`src/rtl/instruction_fetch_unit_pkg.sv`:
```
// Shared types and defaults for the instruction fetch unit: FSM state,
// reset/bubble words and the memory index width helper.
package fetch_pkg;

  typedef enum logic {
    IDLE = 1'b0,
    RUN  = 1'b1
  } state_t;

  localparam logic [31:0] DEFAULT_RESET_PC = 32'h0000_0000;
  localparam logic [31:0] DEFAULT_NOP_WORD = 32'h0000_0000;

  // Number of word-index bits needed to address a memory of mem_words words.
  function automatic int addr_bits(input int mem_words);
    return $clog2(mem_words);
  endfunction

endpackage

```
`src/rtl/instruction_fetch_unit_if.sv`:
```
// Instruction-memory bus: the fetch unit drives a word index and the
// combinational memory returns the word stored there in the same cycle.
interface instruction_fetch_unit_if;

  logic [31:0] instructionAddress;
  logic [31:0] instructionIn;

  modport master (
    output instructionAddress,
    input  instructionIn
  );

  modport slave (
    input  instructionAddress,
    output instructionIn
  );

endinterface

```
`src/rtl/instruction_fetch_unit_if_id_register.sv`:
```
// IF/ID pipeline register: instruction, its byte PC, PC+4 and a valid flag,
// with flush > hold > load priority.
module if_id_register #(
  parameter logic [31:0] NOP_WORD = 32'h0000_0000
) (
  input  logic        clk,
  input  logic        rst,
  input  logic        load,
  input  logic        hold,
  input  logic        flush,
  input  logic [31:0] instruction_d,
  input  logic [31:0] pc_d,
  input  logic [31:0] pc_plus4_d,
  output logic [31:0] instruction,
  output logic [31:0] pc,
  output logic [31:0] pc_plus4,
  output logic        valid
);

  // NOTE: sequential state is written only with <= so every register samples
  // its inputs from before the edge, independent of statement order.
  always_ff @(posedge clk or posedge rst) begin
    if (rst) begin
      instruction <= NOP_WORD;
      pc          <= 32'h0000_0000;
      pc_plus4    <= 32'h0000_0004;
      valid       <= 1'b0;
    end else if (flush) begin
      instruction <= NOP_WORD;
      pc          <= 32'h0000_0000;
      pc_plus4    <= 32'h0000_0004;
      valid       <= 1'b0;
    end else if (!hold && load) begin
      instruction <= instruction_d;
      pc          <= pc_d;
      pc_plus4    <= pc_plus4_d;
      valid       <= 1'b1;
    end
  end

endmodule

```
`src/rtl/instruction_fetch_unit.sv`:
```
// Instruction fetch stage: program counter, IDLE/RUN sequencing and the
// next-PC mux, feeding the IF/ID register from a combinational memory.
module instruction_fetch_unit
  import fetch_pkg::*;
#(
  parameter int          MEM_WORDS = 1024,
  parameter logic [31:0] RESET_PC  = DEFAULT_RESET_PC,
  parameter logic [31:0] NOP_WORD  = DEFAULT_NOP_WORD
) (
  input  logic                            Clk,
  input  logic                            Reset,
  input  logic                            start,
  input  logic                            stall,
  input  logic                            redirect,
  input  logic [31:0]                     redirectTarget,
  instruction_fetch_unit_if.master        mem,
  output logic [31:0]                     instructionOut,
  output logic [31:0]                     programCounterOut,
  output logic [31:0]                     pcPlus4Out,
  output logic                            validOut,
  output logic                            misalignedTarget
);

  localparam int ADDR_BITS = addr_bits(MEM_WORDS);

  state_t      state;
  logic [31:0] pc;
  logic [31:0] pc_plus4;
  logic        running;

  assign running  = (state == RUN);
  assign pc_plus4 = pc + 32'd4;

  // Only the index bits reach memory, so fetch wraps every MEM_WORDS words
  // while the full PC keeps counting modulo 2^32.
  assign mem.instructionAddress = {{(32 - ADDR_BITS){1'b0}}, pc[ADDR_BITS+1:2]};

  assign misalignedTarget = running && redirect && (redirectTarget[1:0] != 2'b00);

  always_ff @(posedge Clk or posedge Reset) begin
    if (Reset) begin
      state <= IDLE;
      pc    <= RESET_PC;
    end else begin
      case (state)
        IDLE: begin
          pc <= RESET_PC;
          if (start) state <= RUN;
        end
        RUN: begin
          if (redirect)    pc <= {redirectTarget[31:2], 2'b00};
          else if (!stall) pc <= pc_plus4;
        end
        default: state <= IDLE;
      endcase
    end
  end

  // Redirect outranks stall, so a flush is never blocked by a held pipeline.
  if_id_register #(
    .NOP_WORD (NOP_WORD)
  ) u_if_id (
    .clk           (Clk),
    .rst           (Reset),
    .load          (running),
    .hold          (stall),
    .flush         (!running || redirect),
    .instruction_d (mem.instructionIn),
    .pc_d          (pc),
    .pc_plus4_d    (pc_plus4),
    .instruction   (instructionOut),
    .pc            (programCounterOut),
    .pc_plus4      (pcPlus4Out),
    .valid         (validOut)
  );

endmodule

```
`src/flat_wrapper.sv`:
```
// flat-port wrapper written by rule: the top's interface ports become plain ports
module instruction_fetch_unit_flat import fetch_pkg::*;
#(
  parameter int          MEM_WORDS = 1024,
  parameter logic [31:0] RESET_PC  = DEFAULT_RESET_PC,
  parameter logic [31:0] NOP_WORD  = DEFAULT_NOP_WORD
)
  (Clk, Reset, start, stall, redirect, redirectTarget, instructionOut, programCounterOut, pcPlus4Out, validOut, misalignedTarget, mem_instructionAddress, mem_instructionIn);
  instruction_fetch_unit_if mem_i ();
  input  logic Clk;
  input  logic Reset;
  input  logic start;
  input  logic stall;
  input  logic redirect;
  input  logic [31:0] redirectTarget;
  output logic [31:0] instructionOut;
  output logic [31:0] programCounterOut;
  output logic [31:0] pcPlus4Out;
  output logic validOut;
  output logic misalignedTarget;
  output wire logic [$bits(mem_i.instructionAddress)-1:0] mem_instructionAddress;
  input wire logic [$bits(mem_i.instructionIn)-1:0] mem_instructionIn;
  assign mem_instructionAddress = mem_i.instructionAddress;
  assign mem_i.instructionIn = mem_instructionIn;
  instruction_fetch_unit #(.MEM_WORDS(MEM_WORDS), .RESET_PC(RESET_PC), .NOP_WORD(NOP_WORD)) u_core (.Clk(Clk), .Reset(Reset), .start(start), .stall(stall), .redirect(redirect), .redirectTarget(redirectTarget), .mem(mem_i), .instructionOut(instructionOut), .programCounterOut(programCounterOut), .pcPlus4Out(pcPlus4Out), .validOut(validOut), .misalignedTarget(misalignedTarget));
endmodule
```
`config.mk`:
```
export PLATFORM = sky130hd
export DESIGN_NAME = instruction_fetch_unit_flat
export DESIGN_NICKNAME = d
export VERILOG_FILES = /design/src/rtl/instruction_fetch_unit_pkg.sv /design/src/rtl/instruction_fetch_unit_if.sv /design/src/rtl/instruction_fetch_unit_if_id_register.sv /design/src/rtl/instruction_fetch_unit.sv /design/src/flat_wrapper.sv
export SDC_FILE = /design/constraint.sdc
export NUM_CORES = 1
export LEC_CHECK = 0
export CAP_MARGIN = 20
export CORE_ASPECT_RATIO = 0.6
export CORE_MARGIN = 3
export CORE_UTILIZATION = 42
export DETAILED_ROUTE_END_ITERATION = 7
export GPL_ROUTABILITY_DRIVEN = 0
export PLACE_DENSITY = 0.76
export SLEW_MARGIN = 20
export SYNTH_ARGS = -nofsm -noshare
export SYNTH_HDL_FRONTEND = slang
export SYNTH_SLANG_ARGS = --single-unit
```
`constraint.sdc`:
```
create_clock -name Clk -period 3.8 [get_ports Clk]
set_clock_uncertainty 0.05 [all_clocks]
set_input_delay 0.76 -clock Clk [delete_from_list [all_inputs] [get_ports Clk]]
set_output_delay 0.76 -clock Clk [all_outputs]
set_load 0.005 [all_outputs]
```
# Word level (Yosys, flattened, before mapping)
# Cells that the tools add are included.
op_classes:
  add_sub_neg: 1
  reduce_logical: 8
  muxes: 13
  bitwise_logic: 1
  eq_ne: 1
op_table:
  columns: ["cell", "n"]
  rows:
  - ["2-to-1 mux 32 bit", 8]
  - ["case mux 32 bit (2 select lines)", 1]
  - ["adder 32 x 3 -> 32 bit (second input constant)", 1]
  - ["2-to-1 mux 1 bit", 4]
  - ["nonzero test 2 bit", 2]
  - ["logical AND 1 bit", 3]
  - ["!= test 3 bit (second input constant)", 1]
  - ["zero test 1 bit", 2]
  - ["logical OR 1 bit", 1]
  - ["inverter 1 bit", 1]
totals:
  inputBits: 69
  register_bits: 130
  wordCells: 30

# Longest topological paths before layout
# Gate-level depths: netlist of run 1.
depth:
  word_depth: 4
  ltp_mapped: 7

# Cells and area by module
# A second synthesis of run 1 with hierarchy kept.
hier_totals:
  hier_cells: 770
  hier_area_um2: 7659.8
modules_own_cells:
  columns: ["module", "area_each_um2", "seq_area_each_um2", "cells_each", "n_inst"]
  rows:
  - ["if_id_register", 5013.6, 2428.6, 440, 1]
  - ["instruction_fetch_unit", 2646.3, 775.7, 330, 1]

# Worst setup path before layout of run 1
# OpenSTA, ideal clock, no wires.
synth_timing:
  kind: "register -> register"
  from: "register u_core.pc[10]"
  to: "register u_core.u_if_id.pc_plus4[31]"
  required_time_ns: 3.673
  period_less_slack_ns: 2.188
  arrival_time_ns: 2.061
  stages_incl_launch_ff: 8
  setup_slack_ns: 1.612
  path_cell_list: "dfrtp_1 > buf_2 > nand4_2 > or4_1 > buf_2 > or4_4 > xor2_1 > a21oi_1"
synth_between:
  elab_chain_cells: 3
synth_rtl:
  columns: ["item", "line_no", "text"]
  rows:
  - ["from (decl)", "instruction_fetch_unit.sv:27", "logic [31:0] pc;"]
  - ["from (signal assigned)", "instruction_fetch_unit.sv:51", "if (redirect) pc <= {redirectTarget[31:2], 2'b00};"]
  - ["from (signal assigned)", "instruction_fetch_unit.sv:52", "else if (!stall) pc <= pc_plus4;"]
  - ["adder 32 x 3 -> 32 bit", "instruction_fetch_unit.sv:32", "assign pc_plus4 = pc + 32'd4;"]
  - ["2-to-1 mux 32 bit", "instruction_fetch_unit_if_id_register.sv:33", "end else if (!hold && load) begin"]
  - ["2-to-1 mux 32 bit", "instruction_fetch_unit_if_id_register.sv:28", "end else if (flush) begin"]
  - ["to (signal assigned)", "instruction_fetch_unit_if_id_register.sv:36", "pc_plus4 <= pc_plus4_d;"]
  - ["to (decl)", "instruction_fetch_unit_if_id_register.sv:16", "output logic [31:0] pc_plus4,"]
# No other way between the ends. The select of a mux whose other input is x is not followed.
# A chain may end at the register's enable or synchronous reset.

# Final worst setup path of run 1
layout_timing:
  from: "input port redirect"
  to: "output port misalignedTarget"
layout_between:
  elab_chain_cells: 2
layout_rtl:
  columns: ["item", "line_no", "text"]
  rows:
  - ["from (decl)", "flat_wrapper.sv:14", "input logic redirect;"]
  - ["logical AND 1 bit (2 in a row)", "instruction_fetch_unit.sv:38", "assign misalignedTarget = running && redirect && (redirectTarget[1:0] != 2'b00);"]
  - ["to (decl)", "flat_wrapper.sv:20", "output logic misalignedTarget;"]
# No other way between the ends.

==> results.md, run 1 <==
* Nets at 834
* Post-Synthesis Cell Area at 6190 um^2
* Vias/cell at 5.22
* Critical path endpoint: misalignedTarget
* Initial antenna violation count at 0
* Wire per inst at 17.8 um
* TritonCTS clock tree: yes
* Reg clk slew, reported paths at 0.05 ns
* Internal at 2780 uW
* Clock power frac at 43.1%
* Number of global-route vias before repair at 5131
* Antenna Violating Nets Remaining at 0
* Routed wire length at 17200 um
* Arr. time, crit path at 2.16 ns
* Max Clk Rate at 337 MHz
* WP buf/inv at 2
* Area delta synth->final at 36.4%
* Initial Util at 44.1%
* Pin count of the biggest net entering global routing at 125
* CP Max Fanout at 9
* Ys async rst share at 100%
* Starting DRT DRC Count at 307
* Max Slew Vio Count at 0
* Share of cells above drive strength 1 at 6.69%
* Die Wd at 163 um
* Final setup TNS at 0 ns
* RR Startpoint: u_core.pc[5]$_DFFE_PP0P_
* Startpoint Class: primary input
* Final Hold Fails at 0
* First-pass GRT wire length at 27500 um
* Die ar. at 16300 um^2
* Worst Setup End Kind: output port
* TritonRoute pass-1 iters at 5
* Net Sw Frac at 25.9%
* Commonest non-fill, non-tap cell in the layout: clkdlybuf4s50_1
* Pwr dens at 444 nW/um^2
* Maximum clock path buffer count at 2
* H-tree depth at 4
* Kind of cell adding the most delay to the critical path: buffers and inverters
* Seq pwr share at 41.0%
* Post-synth EDFFs at 0
* Synth Warn # at 0
* Core box area at 14000 um^2
* Critical path required time at 2.99 ns
* CP Launch Point: redirect
* Util after Layout at 60.2%
* Reg2reg end: u_core.u_if_id.pc_plus4[29]$_DFFE_PP0P_
* Min cycle time layout at 2.97 ns
* WP depth at 3
* Top FF cell, synth: dfrtp_1
* Max transition margin at 48.2%
* R2R depth at 5
* Gate power share at 15.8%
* Cells after Synth at 621
* Antenna cells at 0
* Worst Tran Pin Value at 0.776 ns
* Gr ovfl total at 0
* Most frequent cells in the layout: 171 x clkdlybuf4s50_1, 123 x dfrtp_1, 86 x nor2_1, 65 x mux2i_1, 52 x o21ai_0
* Vias at 5054
* Post-synth cell types at 45
* Status: finished, final reports clean
* Hold Buf Count CTS at 0
* CP cell instances: clkdlybuf4s50_1 -> o211a_1 -> clkdlybuf4s50_1
* Post-CTS Setup Inserts at 0
* HPWL after DPL at 11800 um
* Setup CP Type: in2out
* Post-synthesis sequential area ratio at 50.1%
* Max Cap Viol at 0
* Clk_lat worst skew at 0.41 ns
* Cell leakage power at 0.00363 uW
* Global Route Usage Sum at 21.5%
* DIE HEIGHT at 100 um
* Sw power at 969 uW
* RSZ-0062 raised after global routing: no
* CTS root buf: clkbuf_16
* VDD IR-drop max at 0.000276 V
* Tcrit/Tclk final at 78.1%
* Slowest-stage cell, CP: clkdlybuf4s50_1
* Crit path largest cell delay at 0.67 ns
* Io pins at 199
* # DRC at 0
* Register bit total from synthesis at 124
* Most used cell, CP: clkdlybuf4s50_1
* Number of port buffers at 172
* Rows at 33
* Final setup viols at 0
* Fillers at 1172
* Num CTS Buffers at 17
* Hold crit path type: reg2reg
* PostCTS Resize Cnt at 0
* Sink Count at 124
* Syn avg cell area at 9.97 um^2
* R2R Setup Slk at 1.25 ns
[cells in the mapped netlist (8+ instances only)]
library cell	n	area [um^2]
dfrtp_1	123	3080
nor2_1	86	323
mux2i_1	65	651
o21ai_0	52	260
a21oi_1	48	240
buf_4	38	285
xnor2_1	37	324
clkbuf_1	33	124
nand2_1	23	86.3
nor3_1	17	85.1
xor2_1	15	131
nand3_1	10	50.1
nand4_1	8	50.1
[worst reg2reg max path, cell delays in order, from the launching register on]
cell	delay, ns
dfrtp_1	0.53
nand4_1	0.25
or4_1	0.71
or4b_1	0.58
xor2_1	0.21
a21oi_1	0.09
[per-stage QoR]
stage	hold slack [ns]	total power (uW)	cell area [um^2]	instances	setup slack [ns]
3_3_place_gp	0.414	2140	7860	937	0.847
4_1_cts	0.434	3780	8450	969	0.824
5_1_grt	0.463	3910	8450	969	0.726
6_report	0.429	3750	8450	969	0.833
3_5_place_dp	0.421	2150	7860	937	0.832
2_1_floorplan	0.424	1860	6290	646	1.47
[power by group through the flow]
stage	clock network [uW]	logic, uW	registers [uW]
after floorplan	0	338	1520
after global placement	0	584	1550
after detailed placement	0	596	1560
after CTS	1640	601	1540
after global routing	1710	653	1550
final	1620	594	1540
[sequential cells by signal, summed over array words and instances, names as in the netlist]
| register | flops |
|---|---|
| u_core.u_if_id.pc_plus4 | 30 |
| u_core.u_if_id.instruction | 32 |
| u_core.u_if_id.pc | 30 |
| u_core.pc | 30 |
| u_core.running | 1 |
| u_core.u_if_id.valid | 1 |
[worst min path at each step]
stage | startpoint | to | slack (ns) | cells after the start
after floorplan | u_core.u_if_id.valid$_DFFE_PP0P_ | u_core.u_if_id.valid$_DFFE_PP0P_ | 0.42 | 1
after global placement | u_core.u_if_id.valid$_DFFE_PP0P_ | u_core.u_if_id.valid$_DFFE_PP0P_ | 0.41 | 1
after detailed placement | u_core.u_if_id.valid$_DFFE_PP0P_ | u_core.u_if_id.valid$_DFFE_PP0P_ | 0.42 | 1
after CTS | u_core.u_if_id.valid$_DFFE_PP0P_ | u_core.u_if_id.valid$_DFFE_PP0P_ | 0.43 | 1
after global routing | u_core.u_if_id.valid$_DFFE_PP0P_ | u_core.u_if_id.valid$_DFFE_PP0P_ | 0.46 | 1
final | u_core.u_if_id.valid$_DFFE_PP0P_ | u_core.u_if_id.valid$_DFFE_PP0P_ | 0.43 | 1
[final cells by class]
type	count	area [um^2]	share of cell area (%)
clock buffer	23	478	5.66
clock inverter	9	113	1.33
inverter	4	18.8	0.222
multi-input combinational	434	2670	31.6
sequential	124	3100	36.8
tap	192	240	2.84
timing repair buffer	183	1830	21.6
[logic make-up (layout without fill, tap and decap cells)]
kind of cell             after synthesis  in the layout  share of synthesized area [%]
AO/OA/AOI/OAI                        111            111                           9.56
XOR/XNOR                              52             52                           7.36
adder cells (fa/ha/maj)                1              1                          0.202
buffers and inverters                 88            219                           8.39
flip-flops                           124            124                           50.1
multiplexers                          65             65                           10.5
other                                  1             26                         0.0606
AND/OR/NAND/NOR                      179            179                           13.8
[layer usage]
metal	GRT usage [%]	vias to the layer above	wire length, um
met2	32.2	208	7620
li1	-	2348	-
met3	8.87	14	1810
met5	0	-	0
met1	29.4	2484	7660
met4	4.61	0	121
No activity file was read; power rests on OpenSTA's default activity.
==> inputs of run 2 (changes only) <==
--- a/config.mk
+++ b/config.mk
@@ -8,10 +8,10 @@
 export CAP_MARGIN = 20
 export CORE_ASPECT_RATIO = 0.6
 export CORE_MARGIN = 3
-export CORE_UTILIZATION = 42
+export CORE_UTILIZATION = 47
 export DETAILED_ROUTE_END_ITERATION = 7
 export GPL_ROUTABILITY_DRIVEN = 0
-export PLACE_DENSITY = 0.76
+export PLACE_DENSITY = 0.8
 export SLEW_MARGIN = 20
 export SYNTH_ARGS = -nofsm -noshare
 export SYNTH_HDL_FRONTEND = slang
==> constraint.sdc (replaced) <==
create_clock -name Clk -period 2.9 [get_ports Clk]
set_clock_uncertainty 0.05 [all_clocks]
set_input_delay 0.58 -clock Clk [delete_from_list [all_inputs] [get_ports Clk]]
set_output_delay 0.58 -clock Clk [all_outputs]
set_load 0.005 [all_outputs]
==> results.md, run 2 (synthesis gave the netlist of run 1 again) <==
* Routed wire length at 17400 um (+0.89%)
* Total power at 5150 uW (+37%)
* HPWL after DPL at 12200 um (+2.8%)
* RR Startpoint: u_core.pc[6]$_DFFE_PP0P_
* Max Cap Viol at 0 (unchanged)
* Vias at 5151 (+1.9%)
* Number of port buffers at 172 (unchanged)
* Area delta synth->final at 37.7%
* Arr. time, crit path at 2.73 ns (+0.57 ns)
* Io pins at 199 (unchanged)
* Post-CTS Setup Inserts at 0 (unchanged)
* DIE HEIGHT at 94.9 um (-5.1%)
* Met3 WL at 1650 um (-8.7%)
* Status: finished, final reports clean
* Antenna cells at 0 (unchanged)
* Tcrit/Tclk final at 84.5%
* Pwr dens at 604 nW/um^2 (+36%)
* Startpoint Class: register
* Sink Count at 124 (unchanged)
* TritonRoute pass-1 iters at 5 (unchanged)
* Max transition margin at 45.3% (-3.0 points)
* Antenna Violating Nets Remaining at 0 (unchanged)
* RSZ-0062 raised after global routing: no
* Die ar. at 14600 um^2 (-10%)
* Initial Util at 49.7% (+5.6 points)
* Wire per inst at 18.3 um (+3.1%)
* TritonCTS clock tree: yes
* Worst Tran Pin Value at 0.821 ns (+0.0443 ns)
* Reg clk slew, reported paths at 0.06 ns (about the same)
* Final setup TNS at 0 ns (unchanged)
* Die Wd at 154 um (-5.3%)
* Core box area at 12500 um^2 (-11%)
* R2R Setup Slk at 0.45 ns (-0.80 ns)
* First-pass GRT wire length at 27400 um (-0.53%)
* Final Hold Fails at 0 (unchanged)
* H-tree depth at 4 (unchanged)
* Metal2 WL at 7990 um (+4.8%)
* CP Max Fanout at 7 (-2)
* Gr ovfl total at 0 (unchanged)
* Global Route Usage Sum at 23.7% (+2.2 points)
* Worst Setup End Kind: register
* Max reg flops at 32 (unchanged)
* Hold Buf Count CTS at 0 (unchanged)
* Vias/cell at 5.43 (+4.2%)
* CTS root buf: clkbuf_16
* CP Launch Point: u_core.pc[6]$_DFFE_PP0P_
* WL met1 at 7530 um (-1.7%)
* Hold crit path type: reg2reg
* CP cell instances: nand4_1 -> or4_1 -> or4_4 -> xor2_1 -> a21oi_1
* Uppermost layer routed: met4
* Reg2reg end: u_core.u_if_id.pc_plus4[31]$_DFFE_PP0P_
* Maximum clock path buffer count at 2 (unchanged)
* Setup CP Type: reg2reg
* PostCTS Resize Cnt at 0 (unchanged)
* Rows at 31 (-6.1%)
* Final setup viols at 0 (unchanged)
* Max Clk Rate at 408 MHz
* Clk_lat worst skew at 0.41 ns (about the same)
* Num CTS Buffers at 17 (unchanged)
* Nets at 840 (+0.72%)
* Fillers at 910 (-22%)
* Top reg by flops: u_core.u_if_id.instruction
* Most frequent cells in the layout: 171 x clkdlybuf4s50_1, 123 x dfrtp_1, 86 x nor2_1, 65 x mux2i_1, 52 x o21ai_0
* VDD IR-drop max at 0.000370 V (+34%)
* Critical path endpoint: u_core.u_if_id.pc_plus4[31]$_DFFE_PP0P_
* R2R depth at 5 (unchanged)
* Cell leakage power at 0.00370 uW (+2.0%)
* Max Slew Vio Count at 0 (unchanged)
* Initial antenna violation count at 0 (unchanged)
* Share of cells above drive strength 1 at 7.79% (+1.1 points)
* # DRC at 0 (unchanged)
* Slowest-stage cell, CP: or4_1
* Crit path largest cell delay at 0.67 ns (about the same)
* Starting DRT DRC Count at 356 (+16%)
* Critical path required time at 3.18 ns (+0.19 ns)
* Commonest non-fill, non-tap cell in the layout: clkdlybuf4s50_1
* Min cycle time layout at 2.45 ns
* Pin count of the biggest net entering global routing at 95 (-24%)
* Number of global-route vias before repair at 5227 (+1.9%)
## run 2: worst min-delay path by stage
stage | from | end | slack (ns) | cells after the start
after floorplan | u_core.u_if_id.valid$_DFFE_PP0P_ | u_core.u_if_id.valid$_DFFE_PP0P_ | 0.42 | 1
after detailed placement | u_core.u_if_id.valid$_DFFE_PP0P_ | u_core.u_if_id.valid$_DFFE_PP0P_ | 0.42 | 1
after global routing | Reset | u_core.u_if_id.pc_plus4[21]$_DFFE_PP0P_ | 0.46 | 2
after CTS | Reset | u_core.u_if_id.pc_plus4[21]$_DFFE_PP0P_ | 0.44 | 2
after global placement | u_core.u_if_id.valid$_DFFE_PP0P_ | u_core.u_if_id.valid$_DFFE_PP0P_ | 0.42 | 1
final | u_core.u_if_id.valid$_DFFE_PP0P_ | u_core.u_if_id.valid$_DFFE_PP0P_ | 0.43 | 1
## run 2: area by class of cell
| type | instances | area (um^2) | share of cell area, % |
|---|---|---|---|
| clock buffer | 17 | 425 | 4.99 |
| multi-input combinational | 434 | 2670 | 31.3 |
| tap | 165 | 206 | 2.42 |
| sequential | 124 | 3100 | 36.4 |
| timing repair buffer | 189 | 1880 | 22.1 |
| clock inverter | 15 | 220 | 2.58 |
| inverter | 4 | 18.8 | 0.220 |
## run 2: routing by layer
metal,GRT usage (%),vias up
li1,-,2356
met1,32.0,2546
met2,35.8,232
met3,8.97,17
met4,7.27,0
met5,0,-
## run 2: power by group
part           total [uW]  leakage (uW)  internal, uW  switching (uW)
clock                2330      0.000313          1530             804
combinational         806       0.00181           448             358
sequential           2010       0.00157          1870             143
total                5150       0.00370          3840            1300
## run 2: worst max-delay path, delay by kind of cell, from the launching register on
| family | cells | cell delay [ns] |
|---|---|---|
| AO/OA/AOI/OAI | 1 | 0.14 |
| XOR/XNOR | 1 | 0.16 |
| flip-flops | 1 | 0.52 |
| AND/OR/NAND/NOR | 3 | 1.50 |
## run 2: metrics by stage
step                setup slack [ns]  std cells  area (um^2)  util [%]  hold WS, ns
floorplan                      0.712        646         6290         -        0.424
global placement               0.532        916         7880      63.3        0.417
detailed placement             0.417        916         7880      63.3        0.425
finish                         0.449        948         8520      68.5        0.431
CTS                            0.472        948         8520      68.5        0.438
global route                   0.347        948         8520      68.5        0.456
==> RTL change, RTL diff (flow settings as in run 2) <==
Reset style: synchronous (`Reset` and `rst`), changed in 2 clocked blocks.
--- a/src/rtl/instruction_fetch_unit_if_id_register.sv
+++ b/src/rtl/instruction_fetch_unit_if_id_register.sv
@@ -21,3 +21,3 @@
   // its inputs from before the edge, independent of statement order.
-  always_ff @(posedge clk or posedge rst) begin
+  always_ff @(posedge clk) begin
     if (rst) begin
--- a/src/rtl/instruction_fetch_unit.sv
+++ b/src/rtl/instruction_fetch_unit.sv
@@ -39,3 +39,3 @@
 
-  always_ff @(posedge Clk or posedge Reset) begin
+  always_ff @(posedge Clk) begin
     if (Reset) begin
Formal check against the unedited RTL: differs if Reset is asserted again (counterexample within 4 cycles, from zero or initial values and one cycle with Reset high); with Reset held inactive, the same outputs for 10 cycles.
==> RTL change against run 2 <==
- critical endpoint is now u_core.pc[28]
- synthesized area is 8.4% lower
- routed wire length is 6.1% higher
- worst hold slack worse by 0.028 ns
- first-iteration DRC count is 110% higher
- design area is 6.2% lower
- non-clock buffer count is 6 higher
- sequential cell count stayed put
- global-route usage is 3.1 points higher
- die area is 7.9% lower
- worst setup slack worse by 0.058 ns
Power is not compared: it rests on default switching activity, and its combinational part moved more than twofold at a synthesized area within 25%.
==> RTL change: results <==
grt:
  first_global_vias: 5505
  grt_use_met3_pct: 10.52
  grt_start_max_net_pins: 76
  grt_util_met1_pct: 35.67
  grt_use_met2_pct: 39.00
  grtUsageTotal_pct: 26.81
  grt_first_pass_wirelength_um: 28920
setup_path:
  crit_fanout: 13
  crit_path_start: "u_core.pc[3]"
  slowest_stage: "or4_1"
  r2r_slack_ns: 0.39
  crit_end: "u_core.pc[28]"
  slowest_delay_ns: 0.71
  rr_endpoint: "u_core.pc[28]"
  arrival_ns: 2.76
cells_and_area:
  num-fill-cells: 906
  largest_register_ffs: 32
  nets: 930
  drive_above_1_share_pct: 7.586
  n_antenna_cell: 0
status:
  outcome: "finished clean"
hold_path:
  hold_path_startpoint: "u_core.u_if_id.instruction[28]"
  hold_path_class: "flip-flop to flip-flop"
sta:
  setup_ws_ns: 0.3905
  max_slew_margin_pct: 57.50
synth:
  synth-seq-area-share_pct: 43.75
  synth_warnings: 0
  synth_top_flop_cell: "dfxtp_1"
  synth_common_cells: "nand2_1, dfxtp_1, a21oi_1, clkbuf_1, o21ai_0"
  syn_avg_cell_area_sq_um: 7.914
  ys_types: 49
  synthArstFlopShare_pct: 0
  synth_area_leaders: "dfxtp_1, nand2_1, a21oi_1, buf_4, xnor2_1"
placed_design:
  dp_cells: 1001
  placed_area_sq_um: 7406
  pre_cts_ws_ns: 0.4130
  dp_hpwl_um: 13250
cts:
  postCtsSetupBuffers: 0
  clk_path_buf_depth: 2
  htreeDepth: 4
  cts_root_buf: "clkbuf_16"
  cts_resized: 0
routing:
  met3_length_um: 2392
  wirelength_um: 18430
  vias_per_cell: 5.602
  wire_per_inst_um: 17.89
  wl_met1_um: 7732
  met2_length_um: 7749
  first_iter_violations: 756
pwr:
  worst_ir_drop_vdd_mv: 0.3885
floorplanning:
  die_w_um: 147.9
-- RTL change: cell count changes after synthesis, moves of 7 or more --
cell / change
a211oi_1: +18
a21oi_1: +58
buf_2: +7
clkbuf_1: +10
dfrtp_1: -123
dfxtp_1: +124
mux2i_1: -63
nand2_1: +134
nor2_1: -54
nor3_1: -8
o21ai_0: -12
or3_1: +8
xnor2_1: -13
xor2_1: -9
-- RTL change: where the power goes --
part	switching [uW]	internal [uW]
clock	719	1400
sequential	28.6	1730
combinational	181	172
-- RTL change: area by class of cell --
class	instances	area, sq um	area share, %
timing repair buffer	195	1944	24.32
clock buffer	22	474.2	5.931
inverter	5	18.77	0.2347
tap	160	200.2	2.504
multi-input combinational	517	2760	34.52
clock inverter	7	115.1	1.440
sequential	124	2482	31.05
-- RTL change: cells by family (layout without fill, tap and decap cells) --
group	count (synthesis)	count (layout)	share of synthesized area [%]
muxes	2	2	0.3528
xor gates and xnor gates	30	30	4.631
AOI/OAI and AO/OA	194	194	19.74
adders and majority gates	1	1	0.2205
DFF	124	124	43.75
other	1	26	0.06609
and+or+nand+nor	264	264	21.76
buffers and inverters	101	229	9.482
-- RTL change: worst min path at each step --
stage               slack (ns)  depth (start not counted)                              to
floorplan                 0.40                          2   u_core.u_if_id.instruction[0]
global placement          0.39                          2   u_core.u_if_id.instruction[3]
detailed placement        0.40                          2            u_core.u_if_id.pc[9]
CTS                       0.40                          2            u_core.u_if_id.pc[9]
global route              0.43                          2   u_core.u_if_id.instruction[6]
finish                    0.40                          2  u_core.u_if_id.instruction[28]
-- RTL change: worst min-delay path: stages, from the launching register on --
cell and delay (ns):
dfxtp_1 0.30, nand2_1 0.05, a21oi_1 0.05
